===== src/rtl/mem_access_unit_pkg.sv =====
// Shared definitions for the memory access unit and the decode logic that drives it.
// The op encodings, the FSM state encoding and the default timeout live here.
package mem_access_unit_pkg;

    localparam int MEM_OP_BITS = 2;

    localparam logic [MEM_OP_BITS-1:0] MEM_OP_NOP   = 2'd0;
    localparam logic [MEM_OP_BITS-1:0] MEM_OP_READ  = 2'd1;
    localparam logic [MEM_OP_BITS-1:0] MEM_OP_WRITE = 2'd2;

    localparam int TIMEOUT_DEFAULT = 15;

    typedef enum logic [1:0] {
        ST_IDLE = 2'd0,
        ST_REQ  = 2'd1,
        ST_DONE = 2'd2
    } state_t;

    function automatic logic is_write(input logic [MEM_OP_BITS-1:0] op);
        return op == MEM_OP_WRITE;
    endfunction

endpackage


===== src/rtl/mem_access_unit_timeout_counter.sv =====
// Wait counter for memory requests.
// tc_o flags the enabled cycle whose increment would bring the count up to TIMEOUT.
module mem_timeout_counter
    import mem_access_unit_pkg::*;
#(
    parameter int TIMEOUT = TIMEOUT_DEFAULT
) (
    input  logic clk,
    input  logic reset,
    input  logic clear_i,
    input  logic enable_i,
    output logic tc_o
);

    localparam int CW = $clog2(TIMEOUT + 1);
    localparam logic [CW-1:0] TC_VAL = CW'(TIMEOUT - 1);

    logic [CW-1:0] count_q;
    logic [CW-1:0] count_d;

    always_comb begin
        count_d = count_q;
        if (clear_i) begin
            count_d = '0;
        end else if (enable_i) begin
            count_d = count_q + CW'(1);
        end
    end

    always_ff @(posedge clk or posedge reset) begin
        if (reset) begin
            count_q <= '0;
        end else begin
            count_q <= count_d;
        end
    end

    assign tc_o = enable_i && (count_q == TC_VAL);

endmodule


===== src/rtl/mem_access_unit.sv =====
// Memory access unit: turns a decoded load/store into a req/ack handshake, holding the
// pipeline while the access is outstanding and giving up after TIMEOUT unacknowledged cycles.
module mem_access_unit
    import mem_access_unit_pkg::*;
#(
    parameter int DATA_WIDTH = 32,
    parameter int ADDR_WIDTH = 16,
    parameter int TIMEOUT    = TIMEOUT_DEFAULT
) (
    input  logic                   clk,
    input  logic                   reset,
    input  logic [MEM_OP_BITS-1:0] mem_op,
    input  logic                   address_src,
    input  logic [ADDR_WIDTH-1:0]  addr_reg,
    input  logic [ADDR_WIDTH-1:0]  addr_imm,
    input  logic [DATA_WIDTH-1:0]  wr_data,
    output logic                   stall,
    output logic [DATA_WIDTH-1:0]  rd_data,
    output logic                   done,
    output logic                   err,
    output logic                   mem_req,
    output logic                   mem_we,
    output logic [ADDR_WIDTH-1:0]  mem_addr,
    output logic [DATA_WIDTH-1:0]  mem_wdata,
    input  logic                   mem_ack,
    input  logic [DATA_WIDTH-1:0]  mem_rdata
);

    state_t                  state_q;
    logic [DATA_WIDTH-1:0]   rd_data_q;
    logic                    done_q;
    logic                    err_q;
    logic                    mem_req_q;
    logic                    mem_we_q;
    logic [ADDR_WIDTH-1:0]   mem_addr_q;
    logic [DATA_WIDTH-1:0]   mem_wdata_q;

    logic                    accept;
    logic                    wait_en;
    logic                    timeout_hit;
    logic [ADDR_WIDTH-1:0]   sel_addr;

    assign accept   = (state_q == ST_IDLE) && (mem_op != MEM_OP_NOP);
    assign wait_en  = (state_q == ST_REQ) && !mem_ack;
    assign sel_addr = address_src ? addr_imm : addr_reg;

    mem_timeout_counter #(
        .TIMEOUT (TIMEOUT)
    ) u_wait_cnt (
        .clk      (clk),
        .reset    (reset),
        .clear_i  (accept),
        .enable_i (wait_en),
        .tc_o     (timeout_hit)
    );

    // mem_we_q doubles as the latched direction while in REQ; it is only cleared on exit.
    always_ff @(posedge clk or posedge reset) begin
        if (reset) begin
            state_q     <= ST_IDLE;
            rd_data_q   <= '0;
            done_q      <= 1'b0;
            err_q       <= 1'b0;
            mem_req_q   <= 1'b0;
            mem_we_q    <= 1'b0;
            mem_addr_q  <= '0;
            mem_wdata_q <= '0;
        end else begin
            done_q <= 1'b0;
            case (state_q)
                ST_IDLE: begin
                    if (accept) begin
                        mem_addr_q  <= sel_addr;
                        mem_wdata_q <= wr_data;
                        mem_we_q    <= is_write(mem_op);
                        mem_req_q   <= 1'b1;
                        state_q     <= ST_REQ;
                    end
                end
                ST_REQ: begin
                    // Ack takes priority over a timeout landing in the same cycle.
                    if (mem_ack) begin
                        if (!mem_we_q) begin
                            rd_data_q <= mem_rdata;
                        end
                        err_q     <= 1'b0;
                        done_q    <= 1'b1;
                        mem_req_q <= 1'b0;
                        mem_we_q  <= 1'b0;
                        state_q   <= ST_DONE;
                    end else if (timeout_hit) begin
                        if (!mem_we_q) begin
                            rd_data_q <= '0;
                        end
                        err_q     <= 1'b1;
                        done_q    <= 1'b1;
                        mem_req_q <= 1'b0;
                        mem_we_q  <= 1'b0;
                        state_q   <= ST_DONE;
                    end
                end
                ST_DONE: begin
                    state_q <= ST_IDLE;
                end
                default: begin
                    state_q <= ST_IDLE;
                end
            endcase
        end
    end

    assign stall     = accept || (state_q == ST_REQ);
    assign rd_data   = rd_data_q;
    assign done      = done_q;
    assign err       = err_q;
    assign mem_req   = mem_req_q;
    assign mem_we    = mem_we_q;
    assign mem_addr  = mem_addr_q;
    assign mem_wdata = mem_wdata_q;

endmodule


===== config.mk =====
export PLATFORM = sky130hd
export DESIGN_NAME = mem_access_unit
export DESIGN_NICKNAME = d
export VERILOG_FILES = /design/src/rtl/mem_access_unit_pkg.sv /design/src/rtl/mem_access_unit_timeout_counter.sv /design/src/rtl/mem_access_unit.sv
export SDC_FILE = /design/constraint.sdc
export NUM_CORES = 1
export LEC_CHECK = 0
export ABC_AREA = 1
export CORE_ASPECT_RATIO = 0.8
export CORE_MARGIN = 1
export CORE_UTILIZATION = 44
export CTS_CLUSTER_DIAMETER = 100
export DETAILED_ROUTE_END_ITERATION = 6
export PLACE_DENSITY = 0.86
export SYNTH_ARGS = -nofsm -noshare
export SYNTH_HDL_FRONTEND = slang
export SYNTH_SLANG_ARGS = --single-unit

===== constraint.sdc =====
create_clock -name clk -period 5 [get_ports clk]
set_clock_uncertainty 0.15 [all_clocks]
set_input_delay 0.75 -clock clk [delete_from_list [all_inputs] [get_ports clk]]
set_output_delay 0.75 -clock clk [all_outputs]
set_load 0.03 [all_outputs]

==> flow_metrics.env <==
export IMPL_cp_cell_sequence="clkdlybuf4s50_1, inv_1, nand2_1, nand2_2, nand2_1, clkdlybuf4s50_1"
export IMPL_fillerInstances=610
export IMPL_layout_drive_gt1_share=0.0405
export IMPL_drtAntennaViolNets=0
export IMPL_area_of_the_placeable_core_mm2=0.00816
export IMPL_dieWidth_um=106
export IMPL_num_antenna_cells=0
export IMPL_sw_frac_of_total=0.462
export IMPL_synth_nets=543
export IMPL_ir_worst_vdd_v=0.000384
export IMPL_vias=3606
export IMPL_boundaryPins=187
export IMPL_portBuffers=186
export IMPL_finalSetupTns_ns=0
export IMPL_postRouteWirelength_mm=10.5
export IMPL_total_cts_buffers=9
export IMPL_regToRegEndpoint="rd_data[6]$_DFFE_PP0P_"
export IMPL_grt_use_total=0.238
export IMPL_place_detailed_instances=709
export IMPL_floorplan_initialDensity=0.468
export IMPL_worst_ep_required_time_ns=4.10
export IMPL_post_cts_setup_driven_buffer_insertion_count=0
export IMPL_clock_fmax_mhz=331
export IMPL_postSynthAreaPerCell_um2=8.70
export IMPL_clk_root_buffer_cell="sky130_fd_sc_hd__clkbuf_8"
export IMPL_synth_area_leader_cell="sky130_fd_sc_hd__dfrtp_1"
export IMPL_placement_setup_worst_slack_ns=1.99
export IMPL_p_int_uw=2080
export IMPL_critical_path_slowest_cell="sky130_fd_sc_hd__clkdlybuf4s50_1"
export IMPL_fin_util=0.718
export IMPL_clk_latency_ns=0.34
export IMPL_grt_max_degree=60
export IMPL_outcome="complete, no violations"
export IMPL_clkTransAtPathRegs_ns=0.09
export IMPL_final_period_utilization=0.603
export IMPL_drt_initial_drc_count=244
export IMPL_cts_tree="yes"
export IMPL_timing_max_transition_violations_final=0
export IMPL_synth_top_area_frac=0.590
export IMPL_ys_top_cells_by_area="sky130_fd_sc_hd__dfrtp_1 59%, sky130_fd_sc_hd__nand2_1 22%, sky130_fd_sc_hd__nand4_1 5.7%, sky130_fd_sc_hd__o211ai_1 3.1%, sky130_fd_sc_hd__inv_1 2.6%"
export IMPL_final_hold_worst_slack_ns=0.329
export IMPL_antenna_found_initial=0
export IMPL_fp_dieArea_mm2=0.00905
export IMPL_grt_met1_usage=0.305
export IMPL_via_count_of_the_first_global_routing_pass=3515
export IMPL_worst_slew_pin_slew_ns=1.01
export IMPL_worst_hold_path_type="reg2reg"
export IMPL_syn_to_final_growth_pct=53.6
export IMPL_place_congestion=0.812
export IMPL_tritoncts_num_sinks=90
export IMPL_capture_point_of_the_critical_path="stall"
export IMPL_clockBufferDepth=2
export IMPL_static_leakage_power_uw=0.00289
export IMPL_power_share_combinational=0.551
export IMPL_rr_worst_depth=4
export IMPL_crit_path_max_incr_delay_ns=0.67
export IMPL_grt_overflow_total=0
export IMPL_synthesis_instances=439
export IMPL_finalNetCount=716
export IMPL_cts_htree_levels=3
export IMPL_postSynthRegisterBits=90
export IMPL_synth_seq_area_share=0.590
export IMPL_arrival_ns=2.12
export IMPL_postCtsResizedCells=0
export IMPL_critPathMaxFanout=2
export IMPL_grt_use_met3=0.0776
export IMPL_layout_cells_non_filler=725
export IMPL_use_met2=0.383
export IMPL_mappedNetlistArea_mm2=0.00382
export IMPL_hpwl_mm=7.36
export IMPL_wl_per_cell_um=14.5
export IMPL_switchingPower_uw=1780
export IMPL_share_clk_of_total_power=0.121
export IMPL_worst_setup_path_type="in2out"
export IMPL_firstDrtPassIters=4
export IMPL_rsz0062_at_grt="false"
export IMPL_grt_busiest_layer="met2"
export IMPL_grt_first_pass_wirelength_mm=16.8
export IMPL_critical_path_endpoint_type="output port"
export IMPL_setup_viol=0
export IMPL_detail_route_drc_violations=0
export IMPL_pwr_share_seq=0.328
export IMPL_finalHoldViolations=0
export IMPL_final_critical_path_setup_slack_ns=1.98
export IMPL_setup_worst_path_start="mem_op[1]"
export IMPL_ys_warnings_count=0
export IMPL_postCtsHoldBufs=0
export IMPL_vias_per_cell=4.97
export IMPL_startpoint_type="input pin"
export IMPL_synth_lib_cells_used_distinct=19
export IMPL_worstReg2RegStart="mem_we$_DFFE_PP0P_"
export IMPL_die_h_um=85.3
export IMPL_core_rowCount=29
export IMPL_setup_reg_to_reg_worst_slack_ns=2.49
export IMPL_finalCriticalPeriod_ns=3.02
export IMPL_max_cap_violations=0
export IMPL_power_density_mw_per_mm2=658
export IMPL_slew_headroom=0.327
==> registers in the layout (all words and copies together), names as in the netlist <==
register	flops
mem_wdata	32
rd_data	32
mem_addr	16
u_wait_cnt.count_q	4
state_q	2
done	1
err	1
mem_req	1
mem_we	1
==> layout make-up <==
| class | instances | area (um2) | area share |
|---|---|---|---|
| clock buffer | 10 | 138 | 0.0235 |
| inverter | 28 | 106 | 0.0181 |
| sequential | 90 | 2250 | 0.384 |
| clock inverter | 6 | 48.8 | 0.00832 |
| timing repair buffer | 189 | 1880 | 0.321 |
| tap | 108 | 135 | 0.0230 |
| multi-input combinational | 294 | 1300 | 0.222 |
==> layout by cell type, fill, tap and decap left out <==
cell,netlist,final
sky130_fd_sc_hd__a21oi_1,1,1
sky130_fd_sc_hd__buf_4,5,3
sky130_fd_sc_hd__clkbuf_8,0,10
sky130_fd_sc_hd__clkdlybuf4s50_1,0,186
sky130_fd_sc_hd__clkinv_2,0,2
sky130_fd_sc_hd__clkinv_4,0,3
sky130_fd_sc_hd__dfrtp_1,90,90
sky130_fd_sc_hd__ha_1,2,2
sky130_fd_sc_hd__inv_1,26,25
sky130_fd_sc_hd__inv_2,2,2
sky130_fd_sc_hd__inv_6,0,2
sky130_fd_sc_hd__nand2_1,224,224
sky130_fd_sc_hd__nand2_2,1,1
sky130_fd_sc_hd__nand3_1,7,7
sky130_fd_sc_hd__nand3_2,1,1
sky130_fd_sc_hd__nand4_1,35,35
sky130_fd_sc_hd__nor2_1,3,3
sky130_fd_sc_hd__nor2_4,1,1
sky130_fd_sc_hd__o211ai_1,16,16
sky130_fd_sc_hd__o21ai_0,1,1
sky130_fd_sc_hd__o21ai_1,2,2
==> synthesized netlist by cell type <==
cell                       instances
sky130_fd_sc_hd__ha_1              2
sky130_fd_sc_hd__nand4_1          35
sky130_fd_sc_hd__o21ai_1           2
sky130_fd_sc_hd__nor2_1            3
sky130_fd_sc_hd__o211ai_1         16
sky130_fd_sc_hd__nand2_2           1
sky130_fd_sc_hd__inv_1            26
sky130_fd_sc_hd__buf_2             9
sky130_fd_sc_hd__dfrtp_1          90
sky130_fd_sc_hd__nand3_2           1
sky130_fd_sc_hd__clkbuf_1          9
sky130_fd_sc_hd__buf_6             4
sky130_fd_sc_hd__buf_4             5
sky130_fd_sc_hd__nand2_1         224
sky130_fd_sc_hd__o21ai_0           1
sky130_fd_sc_hd__inv_2             2
sky130_fd_sc_hd__nor2_4            1
sky130_fd_sc_hd__nand3_1           7
sky130_fd_sc_hd__a21oi_1           1
==> per-stage QoR <==
stage	instance area (um2)	power, uW
2_1_floorplan	3820	2530
3_3_place_gp	5680	3360
3_5_place_dp	5680	3410
4_1_cts	5860	3890
5_1_grt	5860	4100
6_report	5860	3860
==> worst min-delay path by stage <==
stage / startpoint / end / cells past startpoint
floorplan: u_wait_cnt.count_q[3]$_DFFE_PP0P_ / u_wait_cnt.count_q[3]$_DFFE_PP0P_ / 2
global placement: rd_data[31]$_DFFE_PP0P_ / rd_data[31]$_DFFE_PP0P_ / 2
detailed placement: rd_data[5]$_DFFE_PP0P_ / rd_data[5]$_DFFE_PP0P_ / 2
CTS: rd_data[5]$_DFFE_PP0P_ / rd_data[5]$_DFFE_PP0P_ / 2
global route: mem_req$_DFFE_PP0P_ / mem_req$_DFFE_PP0P_ / 2
finish: rd_data[10]$_DFFE_PP0P_ / rd_data[10]$_DFFE_PP0P_ / 2
==> layer usage <==
metal,vias to the layer above,share of wire
li1,1734,-
met3,18,0.091
met4,0,0.018
met5,-,0
met1,1685,0.42
met2,169,0.47
==> power groups by stage <==
stage	Sequential, uW	Combinational, uW	Clock [uW]
after floorplan	1890	638	0
after global placement	1260	2100	0
after detailed placement	1270	2140	0
after CTS	1270	2140	480
after global routing	1310	2280	510
final	1270	2130	465
==> cell families (layout without fill, tap and decap cells) <==
| group | after synthesis | count (layout) | synth area share |
|---|---|---|---|
| AO/OA/AOI/OAI | 20 | 20 | 0.0367 |
| adder cells (fa/ha/maj) | 2 | 2 | 0.00655 |
| buffers and inverters | 55 | 233 | 0.0698 |
| AND/OR/NAND/NOR | 272 | 272 | 0.297 |
| flip-flops | 90 | 90 | 0.590 |
==> critical path, delay by kind of cell <==
| kind | cells | cell delay [ns] |
|---|---|---|
| buffers and inverters | 3 | 1.19 |
| AND/OR/NAND/NOR | 3 | 0.17 |
Power figures use the tool's default switching activity.
